[src/rtl/text_scan_reader.sv]
// Text-mode scan reader: raster timing, VRAM cell fetch, font lookup and attribute shading.
// Latency: outputs for counter position (h,v) appear 3 clk cycles after the counters hold (h,v).
// Backpressure: none; free-running raster, RAM/ROM reads complete in a fixed single cycle.
module text_scan_reader #(
  parameter int H_ACTIVE     = 800,
  parameter int H_FP         = 40,
  parameter int H_SYNC       = 128,
  parameter int H_BP         = 88,
  parameter int V_ACTIVE     = 600,
  parameter int V_FP         = 1,
  parameter int V_SYNC       = 4,
  parameter int V_BP         = 23,
  parameter int COLS         = 100,
  parameter int BLINK_FRAMES = 32
) (
  input  logic        clk,
  input  logic        rst_n,
  output logic [12:0] vram_addr,
  input  logic [15:0] vram_q,
  output logic [11:0] font_addr,
  input  logic [7:0]  font_q,
  output logic        pixel,
  output logic        de,
  output logic        hsync,
  output logic        vsync
);

  localparam int H_TOTAL = H_ACTIVE + H_FP + H_SYNC + H_BP;
  localparam int V_TOTAL = V_ACTIVE + V_FP + V_SYNC + V_BP;
  localparam int FW      = (BLINK_FRAMES > 1) ? $clog2(BLINK_FRAMES) : 1;

  localparam logic [10:0] H_LAST = 11'(H_TOTAL - 1);
  localparam logic [10:0] H_ACT  = 11'(H_ACTIVE);
  localparam logic [10:0] HS_ON  = 11'(H_ACTIVE + H_FP);
  localparam logic [10:0] HS_OFF = 11'(H_ACTIVE + H_FP + H_SYNC);
  localparam logic [9:0]  V_LAST = 10'(V_TOTAL - 1);
  localparam logic [9:0]  V_ACT  = 10'(V_ACTIVE);
  localparam logic [9:0]  VS_ON  = 10'(V_ACTIVE + V_FP);
  localparam logic [9:0]  VS_OFF = 10'(V_ACTIVE + V_FP + V_SYNC);
  localparam logic [12:0] COLS13 = 13'(COLS);
  localparam logic [FW-1:0] F_LAST = FW'(BLINK_FRAMES - 1);

  // Stage-0 raster state
  logic [10:0]   h_q, h_d;
  logic [9:0]    v_q, v_d;
  logic [3:0]    gr_q, gr_d;     // glyph row, tracks v mod 10 incrementally
  logic [12:0]   rb_q, rb_d;     // cell address of column 0 on the current text row
  logic [FW-1:0] frame_q;
  logic          blink_phase_q;

  logic h_wrap, v_wrap, active0, hs0, vs0;

  // Pipeline state
  logic [2:0] px_s1_q;
  logic [3:0] gr_s1_q;
  logic       act_s1_q, hs_s1_q, vs_s1_q;
  logic [2:0] px_s2_q;
  logic [1:0] attr_s2_q;         // {blink, inverse}
  logic       act_s2_q, hs_s2_q, vs_s2_q;
  logic       pixel_q, de_q, hsync_q, vsync_q;

  logic glyph_bit, shaded;
  logic vram_unused;

  assign h_wrap  = (h_q == H_LAST);
  assign v_wrap  = (v_q == V_LAST);
  assign active0 = (h_q < H_ACT) && (v_q < V_ACT);
  assign hs0     = (h_q >= HS_ON) && (h_q < HS_OFF);
  assign vs0     = (v_q >= VS_ON) && (v_q < VS_OFF);

  // Next raster position; row base advances by one text row each time glyph row 9 completes
  always_comb begin
    h_d  = h_wrap ? 11'd0 : h_q + 11'd1;
    v_d  = v_q;
    gr_d = gr_q;
    rb_d = rb_q;
    if (h_wrap) begin
      if (v_wrap) begin
        v_d  = 10'd0;
        gr_d = 4'd0;
        rb_d = 13'd0;
      end else begin
        v_d = v_q + 10'd1;
        if (gr_q == 4'd9) begin
          gr_d = 4'd0;
          rb_d = rb_q + COLS13;
        end else begin
          gr_d = gr_q + 4'd1;
        end
      end
    end
  end

  // Raster counters and row base register
  always_ff @(posedge clk or negedge rst_n) begin
    if (!rst_n) begin
      h_q  <= 11'd0;
      v_q  <= 10'd0;
      gr_q <= 4'd0;
      rb_q <= 13'd0;
    end else begin
      h_q  <= h_d;
      v_q  <= v_d;
      gr_q <= gr_d;
      rb_q <= rb_d;
    end
  end

  // Frame counter and blink phase, updated only on the last pixel of the frame
  always_ff @(posedge clk or negedge rst_n) begin
    if (!rst_n) begin
      frame_q       <= '0;
      blink_phase_q <= 1'b0;
    end else if (h_wrap && v_wrap) begin
      if (frame_q == F_LAST) begin
        frame_q       <= '0;
        blink_phase_q <= ~blink_phase_q;
      end else begin
        frame_q <= frame_q + 1'b1;
      end
    end
  end

  // Blanking parks the address on column 0 of the current row
  assign vram_addr = active0 ? (rb_q + {6'd0, h_q[9:3]}) : rb_q;

  // Stage 1: position info travels alongside the VRAM read
  always_ff @(posedge clk or negedge rst_n) begin
    if (!rst_n) begin
      px_s1_q  <= 3'd0;
      gr_s1_q  <= 4'd0;
      act_s1_q <= 1'b0;
      hs_s1_q  <= 1'b0;
      vs_s1_q  <= 1'b0;
    end else begin
      px_s1_q  <= h_q[2:0];
      gr_s1_q  <= gr_q;
      act_s1_q <= active0;
      hs_s1_q  <= hs0;
      vs_s1_q  <= vs0;
    end
  end

  assign font_addr   = {vram_q[7:0], gr_s1_q};
  assign vram_unused = ^vram_q[15:10];

  // Stage 2: capture cell attributes while the font ROM read is in flight
  always_ff @(posedge clk or negedge rst_n) begin
    if (!rst_n) begin
      px_s2_q   <= 3'd0;
      attr_s2_q <= 2'd0;
      act_s2_q  <= 1'b0;
      hs_s2_q   <= 1'b0;
      vs_s2_q   <= 1'b0;
    end else begin
      px_s2_q   <= px_s1_q;
      attr_s2_q <= vram_q[9:8];
      act_s2_q  <= act_s1_q;
      hs_s2_q   <= hs_s1_q;
      vs_s2_q   <= vs_s1_q;
    end
  end

  // Blink blanks the glyph during the off phase, inverse flips it; blanking always forces 0
  assign glyph_bit = font_q[3'd7 - px_s2_q] & ~(attr_s2_q[1] & blink_phase_q);
  assign shaded    = act_s2_q & (glyph_bit ^ attr_s2_q[0]);

  // Stage 3: registered video outputs
  always_ff @(posedge clk or negedge rst_n) begin
    if (!rst_n) begin
      pixel_q <= 1'b0;
      de_q    <= 1'b0;
      hsync_q <= 1'b0;
      vsync_q <= 1'b0;
    end else begin
      pixel_q <= shaded;
      de_q    <= act_s2_q;
      hsync_q <= hs_s2_q;
      vsync_q <= vs_s2_q;
    end
  end

  assign pixel = pixel_q;
  assign de    = de_q;
  assign hsync = hsync_q;
  assign vsync = vsync_q;

endmodule

[config.mk]
export PLATFORM = sky130hd
export DESIGN_NAME = text_scan_reader
export DESIGN_NICKNAME = d
export VERILOG_FILES = /design/src/rtl/text_scan_reader.sv
export SDC_FILE = /design/constraint.sdc
export NUM_CORES = 1
export LEC_CHECK = 0
export CORE_UTILIZATION = 48
export DETAILED_ROUTE_END_ITERATION = 12
export PLACE_DENSITY_LB_ADDON = 0.25
export SLEW_MARGIN = 5
export SYNTH_ARGS = -nofsm -noshare
export SYNTH_HDL_FRONTEND = slang
export SYNTH_SLANG_ARGS = --single-unit
[constraint.sdc]
create_clock -name clk -period 2.1 [get_ports clk]
set_clock_uncertainty 0.2 [all_clocks]
set_input_delay 0.315 -clock clk [delete_from_list [all_inputs] [get_ports clk]]
set_output_delay 0.315 -clock clk [all_outputs]
set_load 0.1 [all_outputs]
After elaboration in Yosys (flattened, before gate mapping)
Index checks and enable logic that the tools add are counted.
- add/sub/neg operators: 7
- $mul: 0
- div/mod/pow operators: 0
- $lt $le $gt $ge: 7
- equality and inequality tests: 4
- shift-type cells: 0
- mux-type cells: 10
- bitwise operators: 6
- reductions and logical operators: 7
- operators by type and width (operator ; count):
    $mux 13 ; 3
    $lt 11x10->1 const B ; 2
    $lt 10x10->1 const B ; 2
    $add 13x7->13 ; 1
    $add 13x7->13 const B ; 1
    $add 11x1->11 const B ; 1
    $eq 11x11->1 const B ; 1
    $ge 11x10->1 const B ; 1
    $mux 11 ; 1
    $add 10x1->10 const B ; 1
    $eq 10x10->1 const B ; 1
    $ge 10x10->1 const B ; 1
    $mux 10 ; 1
    $mux 4 ; 2
    $add 5x1->5 const B ; 1
    $eq 5x5->1 const B ; 1
    $mux 5 ; 1
    $add 4x1->4 const B ; 1
    $eq 4x4->1 const B ; 1
    $logic_and 1x1->1 ; 4
    $lt 3x4->1 const B ; 1
    $reduce_and 2->1 ; 2
    $and 1x1->1 ; 3
    $bmux 1 s3 ; 1
    5 further kinds ; 6
- flip-flop bits (word level): 66
- latch bits: 0
- RAM bits: 0
- bits in read-only memories: 0
- input port bits: 26
- output and inout bits: 29
- logic and storage cells: 61
- memories: 0

Depth between registers and ports, before layout
Gate-level depths: netlist of run 1.
- word-level depth: 6
- mapped depth: 8
- depth with buffers taken out: 7

Worst setup path after synthesis of run 1
Ideal clock, no wire load.
- path kind: register -> output
- start: reg v_q[5]
- end: out vram_addr[4]
- arrival time: 3394 ps
- required time: 1585 ps
- path slack: -1809 ps
- cell stages (with the launch flop): 6
- path buffers: 1
- cell sequence: dfrtp_1 > a211o_1 > o21ai_0 > nand2_1 > clkbuf_1 > o21ai_0
- cells in the longest elaborated chain, start to end: 3
- ends and longest elaborated chain (what ; line ; text):
    start: declaration ; 45 ; logic [9:0] v_q, v_d;
    start signal: assignment ; 103 ; v_q <= v_d;
    $lt 10x10->1 ; 67 ; assign active0 = (h_q < H_ACT) && (v_q < V_ACT);
    $logic_and 1x1->1 ; 67 ;
    $mux 13 ; 125 ; assign vram_addr = active0 ? (rb_q + {6'd0, h_q[9:3]}) : rb_q;
    end: declaration ; 18 ; output logic [12:0] vram_addr,
Every way passes these cells.

Worst setup path in the final report of run 1
- start: reg v_q[5]
- end: out vram_addr[9]
The elaborated chain is that of the path after synthesis.

==> out/summary.txt, run 1 <==
Final Hold Vio Count: 0
Top-area cell type share of the netlist area: 48.89%
Yosys Warn Count: 0
Status: finished with violations
Commonest non-fill, non-tap cell in the layout: dfrtp_1
Sequential power share: 51.0%
Post-Syn Area per Cell: 10.24 um^2
Number of H-tree levels: 3
Area Overhead vs Synth: 57.33%
Sw Pwr: 0.0005664 W
Comb pwr share: 4.6%
Worst Tran Pin Value: 0.5816 ns
Effective utilization at floorplan: 50.72%
Cell variety after synth: 56
Antenna cells: 0
R2r setup slk: -0.16 ns
Most Crowded Layer GR: met2
Area contributors post-synth: dfrtp_1 49%, ha_1 6.1%, o21ai_0 4.1%
Worst Setup SP: v_q[5]$_DFFE_PN0N_
Setup TNS: -8.382 ns
Hold Path Class: flip-flop to flip-flop
CTS tree: yes
Die Width: 84.61 um
Post-Route WL: 9192 um
Worst-path cell chain: a211o_1, o21ai_4, o311ai_4, buf_12, nor2_4, xor2_4, buf_12
Root Buffer: clkbuf_8
Slowest-stage cell, CP: dfrtp_1
Seq cells post-synth: 64
First-pass GRT wire length: 14,390 um
Cell row count: 29
Cell area after synthesis: 0.003276 mm^2
Max-slew violations: 0
Post-DRT Antenna Nets: 0
Peak Freq: 366.8 MHz
Arr. time, crit path: 2.21 ns
Clock power frac: 44.4%
Remaining DRCs: 3
Die extent in y: 84.61 um
Largest stage delay, worst path: 0.39 ns
Endpoint type of the worst setup path: primary output
Footprint of the multi-input gates: 0.002081 mm^2
Worst slew margin: 61.08%
Hold path start: px_s1_q[1]$_DFF_PN0_
Vias: 2,895
Worst reg2reg path startpoint: v_q[8]$_DFFE_PN0N_
Synth area leader: dfrtp_1
Clk slew on worst S/H paths: 0.08 ns
EDFF count, synth: 0
Drt pass-1 iters: 10
GR Util met1: 33.89%
# nets final: 462
Largest net degree at the start of global routing: 25
Seq/Total Area, Yosys: 48.89%
GRT Residual Overflow: 0
Switch share: 23.34%
Area fraction in compound gates after synthesis: 14.63%
Worst EP required: 1.58 ns
Pwr dens: 470.8 mW/mm^2
Grt met3 use: 5.310%
Met2 Use GR: 43.16%
Clk_lat worst skew: 0.35 ns
Die Area: 0.007159 mm^2
TritonCTS sink count: 64
Multiplexer share of the synthesized area: 2.024%
Min Tclk post-route: 2.726 ns
Commonest cells after routing, fill and taps aside: 60 x dfrtp_1, 59 x buf_4, 26 x nand2_1
Core Box Area: 0.006459 mm^2
Worst setup margin: -0.6262 ns
Drt initial violations: 198
Tcrit/Tclk final: 129.8%
Worst VDD drop: 0.3297 mV
Post-Synth Simple-Gate Area: 17.15%
Cells after synthesis: 320
Unrepaired setup endpoints after global routing: yes
P_leak: 2.262 nW
Pre-CTS WS: -0.2513 ns
Gr usage total: 26.41%
CTS buffer count: 9
Synth Area in XOR/XNOR: 6.684%
Adder-Cell Fraction of Synth Area: 6.112%
Gpl congestion: 0.9297
Max-cap violations: 0
Asr flop ratio synth: 100.0%
Buf/Inv on CP: 2
Crit-path leading delay family: compound AO/OA/AOI/OAI gates
WS Path Type: flip-flop to primary output
Mapped Nets: 362
Crit-path most repeated cell: buf_12
Final Setup Violations: 36
Routed len/inst: 18.31 um
Layout cells sized above 1: 43.29%
Largest family of logic cells by synthesized area: simple AND/OR/NAND/NOR gates
P_int: 0.001860 W
Register area: 0.001607 mm^2
IO buf count: 32
Failing checks: design-rule violations, negative setup slack
Routed vias/inst: 5.767
Vias in the first global route: 2,871
Filler cell count: 376
Hold Worst Slack: 0.1493 ns
Critical Path Source Type: flip-flop
Antenna violations before repair: 0
Num ports: 55
Hpwl dp: 5526 um
CP Max Fanout: 3
Predominant post-synthesis flop cell: dfrtp_1
Clock buffer depth: 2
Post-layout util: 79.79%
## cell type report
class / instances / share of cell area [%]
clock buffer: 11 / 2.743
clock inverter: 5 / 1.092
inverter: 11 / 0.8012
multi-input combinational: 230 / 40.37
sequential: 64 / 31.17
tap: 77 / 1.869
timing repair buffer: 104 / 21.95
## metrics by stage
stage / total power [W] / area (um^2) / std cells
floorplan: 0.001376 / 3603 / 320
global placement: 0.001370 / 4477 / 470
detailed placement: 0.001371 / 4477 / 470
CTS: 0.002434 / 5014 / 499
global route: 0.002493 / 5154 / 502
finish: 0.002427 / 5154 / 502
## cell usage after synthesis, drive strengths merged (4+ instances only)
cell     n
nor3     8
o31ai    9
nand3   13
nor3b    4
xnor2   11
nand2   34
nor2    15
ha      16
buf     11
xor2    14
a21oi   12
dfrtp   64
o21ai   33
clkbuf   4
and3    10
nand2b   4
a31oi    4
inv     11
## kinds of logic (layout without fill, tap and decap cells)
logic type / Yosys count / in the layout
buf+inv: 26 / 131
xor+xnor: 25 / 25
fa+ha+maj: 16 / 16
flops: 64 / 64
compound gates: 77 / 77
simple gates: 106 / 106
other cells: 1 / 1
mux: 5 / 5
## power by group through the flow
stage	Sequential (W)	Combinational, W	Clock [W]
after floorplan	0.00128	0.000101	0
after global placement	0.00126	0.000109	0
after detailed placement	0.00126	0.000110	0
after CTS	0.00124	0.000113	0.00108
after global routing	0.00124	0.000120	0.00114
final	0.00124	0.000112	0.00108
## sequential cells by signal, indices dropped and copies added (netlist names), 2 cells and up
signal     flops
px_s1_q        3
px_s2_q        3
attr_s2_q      2
gr_s1_q        4
frame_q        5
v_q           10
gr_q           4
h_q           11
rb_q          11
## layer usage
layer  part of all wire, %  wire [um]
met5                     0          0
met4                   1.9        178
met3                   5.3        491
met2                    51       4651
met1                    42       3871
## path summary, 6_finish.rpt
kind | end | cells after the start
worst min register to register | px_s2_q[1]$_DFF_PN0_ | 0
worst max register to register | v_q[9]$_DFFE_PN0N_ | 11
min in group asynchronous | de$_DFF_PN0_ | 2
worst max-delay path | vram_addr[9] | 7
worst min-delay path | px_s2_q[1]$_DFF_PN0_ | 0
max in group asynchronous | h_q[6]$_DFF_PN0_ | 3
## what timing repair did
| action | in CTS | in global routing |
|---|---|---|
| cloned | 4 | 0 |
| buffers inserted | 9 | 9 |
| gates resized for setup | 47 | 40 |
| pin swaps | 15 | 12 |
| setup endpoints to repair | 37 | 41 |
| hold buffers | 1 | 0 |
| endpoints found under the hold margin | 22 | 0 |
No activity file was read; power rests on OpenSTA's default activity.
==> run 2, diff against run 1 <==
--- a/config.mk
+++ b/config.mk
@@ -10,3 +10,3 @@
 export PLACE_DENSITY_LB_ADDON = 0.25
-export SLEW_MARGIN = 5
+export SLEW_MARGIN = 20
 export SYNTH_ARGS = -nofsm -noshare
--- a/constraint.sdc
+++ b/constraint.sdc
@@ -4,2 +4,2 @@
 set_output_delay 0.315 -clock clk [all_outputs]
-set_load 0.1 [all_outputs]
+set_load 0.005 [all_outputs]
==> run 2 against run 1 <==
  * The flow finishes with violations (negative setup slack)
  * Register-to-register slack worse by 0.24 ns
  * Sequential cell count did not move
  * Combinational power is 33% lower
  * Sequential power is essentially flat
  * Critical path type unchanged
  * Critical endpoint is now vram_addr[11]
  * Largest cell class unchanged
  * Highest routed layer unchanged
==> out/summary.txt, run 2 (synthesized netlist as in run 1, its figures left out) <==
Worst-path cell chain: ha_4, a21oi_2, nor2b_1, o311ai_4, buf_6, nor2_4, xor2_1, buf_2
Drt initial violations: 268 (+35%)
Max-cap violations: 0 (unchanged)
CP Max Fanout: 4 (+1)
Routed len/inst: 18.56 um (+1.4%)
Effective utilization at floorplan: 50.72% (unchanged)
TritonCTS sink count: 64 (unchanged)
Hpwl dp: 5357 um (-3.1%)
P_leak: 2.356 nW (+4.2%)
# nets final: 476 (+3.0%)
Endpoint type of the worst setup path: primary output
DR WL met3: 592 um (+21%)
Remaining DRCs: 0 (-3)
Arr. time, crit path: 2.07 ns (-0.14 ns)
Gr usage total: 25.68% (-0.73 points)
Worst Reg-to-Reg Cells: 11 (unchanged)
Vias in the first global route: 2,992 (+4.2%)
Antenna violations before repair: 0 (unchanged)
Failing checks: negative setup slack
Clock buffer depth: 2 (unchanged)
Hold Path Class: flip-flop to flip-flop
Area Overhead vs Synth: 52.06%
Core Box Area: 0.006459 mm^2 (unchanged)
Crit path to: vram_addr[11]
Clk_lat worst skew: 0.35 ns (about the same)
Worst Setup SP: rb_q[5]$_DFFE_PN0P_
Crit-path leading delay family: compound AO/OA/AOI/OAI gates
Num ports: 55 (unchanged)
Min Tclk post-route: 2.586 ns (-0.1399 ns)
Die Area: 0.007159 mm^2 (unchanged)
Largest net degree at the start of global routing: 49 (+96%)
Gpl congestion: 0.8509 (-8.5%)
Layout cells sized above 1: 43.28% (about the same)
Number of H-tree levels: 3 (unchanged)
Worst VDD drop: 0.4186 mV (+27%)
Vias: 3,078 (+6.3%)
Commonest cells after routing, fill and taps aside: 63 x dfrtp_1, 62 x buf_4, 24 x nand2_1
Worst reg2reg endpoint: blink_phase_q$_DFFE_PN0P_
First-pass GRT wire length: 13,940 um (-3.1%)
Pwr dens: 479.0 mW/mm^2 (+1.7%)
WS Path Type: flip-flop to primary output
CTS buffer count: 9 (unchanged)
Post-layout util: 77.12% (-2.7 points)
Worst slew margin: 53.88% (-7.2 points)
Fin cells: 516 (+2.8%)
Buf/Inv on CP: 2 (unchanged)
IO buf count: 32 (unchanged)
Worst setup margin: -0.4862 ns (+0.1399 ns)
GRT Residual Overflow: 0 (unchanged)
Die extent in y: 84.61 um (unchanged)
Top flop regs: h_q (11), rb_q (11), v_q (10)
Clk slew on worst S/H paths: 0.08 ns (about the same)
Status: finished with violations
Drt pass-1 iters: 10 (unchanged)
Worst EP required: 1.58 ns (about the same)
Tcrit/Tclk final: 123.2% (-6.7 points)
Uppermost layer routed: met4
Wire length on met2: 4715 um (+1.4%)
Root Buffer: clkbuf_8
Final Hold Vio Count: 0 (unchanged)
Worst Tran Pin Value: 0.6893 ns (+0.1077 ns)
Largest stage delay, worst path: 0.41 ns (+0.02 ns)
Die Width: 84.61 um (unchanged)
Final Setup Violations: 40 (+11%)
Commonest non-fill, non-tap cell in the layout: dfrtp_1
DP Cell Count: 475 (+1.1%)
Post-DRT Antenna Nets: 0 (unchanged)
Slowest-stage cell, CP: dfrtp_1
R2r setup slk: -0.40 ns (-0.24 ns)
Max-slew violations: 0 (unchanged)
CTS tree: yes
Routed vias/inst: 5.965 (+3.4%)
Hold Worst Slack: 0.1500 ns (+0.0007240 ns)
Met1 WL: 3993 um (+3.2%)
Worst reg2reg path startpoint: v_q[8]$_DFFE_PN0N_
Cell row count: 29 (unchanged)
Post-Route WL: 9576 um (+4.2%)
Critical Path Source Type: flip-flop
DP Area: 0.004075 mm^2 (-9.0%)
Finished Cell Area: 0.004981 mm^2 (-3.4%)
Unrepaired setup endpoints after global routing: yes
Peak Freq: 386.7 MHz (+5.4%)
Crit path depth: 8 (+1)
Antenna cells: 0 (unchanged)
## run 2: power breakdown
group / internal (W) / switching (W)
Clock: 0.000579 / 0.000496
Combinational: 0.0000376 / 0.0000369
Sequential: 0.00124 / 0.00000106
Total: 0.00185 / 0.000534
## run 2: cell type report
type                            instances  area, um^2
Timing Repair Buffer                  118        1033
Multi-Input combinational cell        230        2009
Inverter                               11       41.29
Sequential cell                        64        1603
Clock buffer                           11       141.4
Clock inverter                          5       56.30
Tap cell                               77       96.34
Fill cell                             393        1478
## run 2: worst min path at each step
stage | start | end | slack, ns | depth (start not counted)
floorplan | rst_n | act_s1_q$_DFF_PN0_ | -0.18 | 0
global placement | rst_n | px_s2_q[2]$_DFF_PN0_ | 0.07 | 1
detailed placement | rst_n | px_s2_q[2]$_DFF_PN0_ | 0.08 | 1
CTS | vs_s2_q$_DFF_PN0_ | vsync$_DFF_PN0_ | 0.15 | 0
global route | px_s1_q[0]$_DFF_PN0_ | px_s2_q[0]$_DFF_PN0_ | 0.16 | 0
finish | vs_s2_q$_DFF_PN0_ | vsync$_DFF_PN0_ | 0.15 | 0
## run 2: stage by stage
step / setup TNS (ns) / setup slack, ns / total power (W)
after floorplan: 0 / 0.02759 / 0.001286
after global placement: -7.098 / -0.4947 / 0.001330
after detailed placement: -7.673 / -0.5293 / 0.001332
after CTS: -4.383 / -0.4760 / 0.002395
after global routing: -17.03 / -0.6271 / 0.002463
final: -13.49 / -0.4862 / 0.002386
## run 2: per-layer routing
layer / vias up / GRT usage [%]
met3: 32 / 6.391
met1: 1537 / 31.42
met4: 0 / 13.71
met5: - / 0
met2: 139 / 42.05
li1: 1370 / -
## run 2: repair_timing
item,in CTS,in global routing
pin swaps,31,31
cloned,1,0
setup buffers,15,10
hold endpoints to repair,16,0
gates resized for setup,113,75
setup endpoints to repair,37,38
hold buffers,1,0
==> run 3, diff against run 2 <==
- PLACE_DENSITY: not set -> 0.78
- PLACE_DENSITY_LB_ADDON: 0.25 -> not set
==> run 3 against run 2 <==
  * Sequential power about the same
  * Largest power group unchanged
  * Critical path type unchanged
  * Highest routed layer unchanged
  * Count of clock-buffer cells in the layout down 2
  * Largest cell class unchanged
  * The flow finishes with violations (design-rule violations, negative setup slack)
  * First-iteration DRC count down 28%
  * Cell count up 0.97%
  * Routed wire length up 7.8%
  * Critical path depth unchanged
  * Critical endpoint unchanged
==> out/summary.txt, run 3 (synthesized netlist as in run 1, its figures left out) <==
Final Hold Vio Count: 0 (unchanged)
Worst Tran Pin Value: 0.7676 ns (+0.07832 ns)
CTS buffer count: 9 (unchanged)
Worst Reg-to-Reg Cells: 12 (+1)
Hold Path Class: flip-flop to flip-flop
Gpl congestion: 0.9263 (+8.9%)
TritonCTS sink count: 64 (unchanged)
Effective utilization at floorplan: 50.72% (unchanged)
Hpwl dp: 5273 um (-1.6%)
Drt pass-1 iters: 11 (+1)
CTS tree: yes
Post-DRT Antenna Nets: 0 (unchanged)
Number of H-tree levels: 3 (unchanged)
IO buf count: 32 (unchanged)
Routed vias/inst: 5.954 (-0.19%)
GRT Residual Overflow: 0 (unchanged)
Hold path start: hs_s2_q$_DFF_PN0_
Clk_lat worst skew: 0.36 ns (about the same)
Layout cells sized above 1: 43.47% (+0.19 points)
Peak Freq: 378.9 MHz (-2.0%)
Failing checks: design-rule violations, negative setup slack
DP Area: 0.004108 mm^2 (+0.80%)
Gr usage total: 26.61% (+0.93 points)
Root Buffer: clkbuf_8
Vias: 3,102 (+0.78%)
Worst EP required: 1.58 ns (about the same)
Commonest cells after routing, fill and taps aside: 62 x dfrtp_1, 62 x buf_4, 27 x nand2_1
Die Area: 0.007159 mm^2 (unchanged)
First-pass GRT wire length: 14,590 um (+4.7%)
R2r setup slk: -0.44 ns (-0.04 ns)
Die Width: 84.61 um (unchanged)
Unrepaired setup endpoints after global routing: yes
Hold Worst Slack: 0.1521 ns (+0.002089 ns)
WHS Endpoint: hsync$_DFF_PN0_
Min Tclk post-route: 2.639 ns (+0.05279 ns)
Tcrit/Tclk final: 125.7% (+2.5 points)
Num ports: 55 (unchanged)
Cell row count: 29 (unchanged)
# nets final: 481 (+1.1%)
Finished Cell Area: 0.005015 mm^2 (+0.68%)
Arr. time, crit path: 2.12 ns (+0.05 ns)
Worst reg2reg path startpoint: v_q[8]$_DFFE_PN0N_
Pre-CTS WS: -0.5579 ns (-0.02867 ns)
CP Max Fanout: 3 (-1)
Core Box Area: 0.006459 mm^2 (unchanged)
Critical Path Source Type: flip-flop
Remaining DRCs: 4 (+4)
Post-Route WL: 10,330 um (+7.8%)
Pwr dens: 503.0 mW/mm^2 (+5.0%)
Top flop regs: h_q (11), rb_q (11), v_q (10)
Largest net degree at the start of global routing: 65 (+33%)
P_leak: 2.309 nW (-2.0%)
Die extent in y: 84.61 um (unchanged)
Setup TNS: -13.25 ns (+0.2428 ns)
Endpoint type of the worst setup path: primary output
Area Overhead vs Synth: 53.09%
Worst slew margin: 48.64% (-5.2 points)
Vias in the first global route: 3,008 (+0.53%)
Clk slew on worst S/H paths: 0.08 ns (about the same)
Status: finished with violations
Worst setup margin: -0.5390 ns (-0.05279 ns)
Antenna violations before repair: 0 (unchanged)
Final Setup Violations: 40 (unchanged)
Routed len/inst: 19.82 um (+6.8%)
WS Path Type: flip-flop to primary output
Worst reg2reg endpoint: rb_q[8]$_DFFE_PN0P_
Clock buffer depth: 2 (unchanged)
Max-slew violations: 0 (unchanged)
Worst VDD drop: 0.3526 mV (-16%)
Max-cap violations: 0 (unchanged)
Hold Path Depth: 0 (unchanged)
Drt initial violations: 194 (-28%)
Antenna cells: 0 (unchanged)
## run 3: changes by cell type in the layout (fill, tap and decap cells not counted), sizes merged
cell,before,now
buf,99,104
bufinv,1,2
clkbuf,11,9
clkinv,3,2
inv,11,13
## run 3: cell type report
class	count	area, um^2
Clock buffer	9	123.9
Clock inverter	7	102.6
Fill cell	390	1444
Inverter	11	41.29
Multi-Input combinational cell	230	1978
Sequential cell	64	1604
Tap cell	77	96.34
Timing Repair Buffer	123	1069
## run 3: routing by layer
layer,GRT usage (%),routed length (um),vias up
li1,-,-,1385
met1,32.11,3903,1525
met2,45.38,5399,145
met3,6.981,649,47
met4,10.94,374,0
met5,0,0,-
## run 3: what timing repair did
item / CTS / global route
cloned: 0 / 0
hold buffers: 1 / 0
endpoints found under the hold margin: 64 / 0
buffers inserted: 17 / 12
endpoints found under the setup margin: 35 / 42
pin swaps: 27 / 35
gates resized for setup: 109 / 80
## run 3: stage by stage
stage	instances	power, W	utilization (%)
2_1_floorplan	320	0.001286	-
3_3_place_gp	481	0.001331	63.60
3_5_place_dp	481	0.001332	63.60
4_1_cts	515	0.002537	72.70
5_1_grt	521	0.002604	77.64
6_report	521	0.002523	77.64
## run 3: power by group
group	switching [W]	internal, W
logic	0.0000356	0.0000373
registers	0.00000130	0.00124
clock network	0.000534	0.000679
total	0.000571	0.00195
## run 3: worst max-delay path by stage
stage / start / slack, ns / end / depth (start not counted)
6_report: h_q[8]$_DFF_PN0_ / -0.54 / vram_addr[11] / 8
5_1_grt: rb_q[5]$_DFFE_PN0P_ / -0.65 / vram_addr[8] / 8
4_1_cts: v_q[5]$_DFFE_PN0N_ / -0.48 / vram_addr[11] / 9
3_5_place_dp: h_q[8]$_DFF_PN0_ / -0.56 / vram_addr[11] / 7
3_3_place_gp: h_q[6]$_DFF_PN0_ / -0.52 / vram_addr[11] / 7
2_1_floorplan: h_q[6]$_DFF_PN0_ / 0.03 / vram_addr[11] / 6
## run 3: critical path, stage by stage (launching register included)
cell and delay, ns:
dfrtp_1 0.42, ha_4 0.28, buf_4 0.14, nand3_2 0.06, nor2_2 0.05, o311ai_4 0.39, nor2_2 0.08, xor2_1 0.18
buf_2 0.16
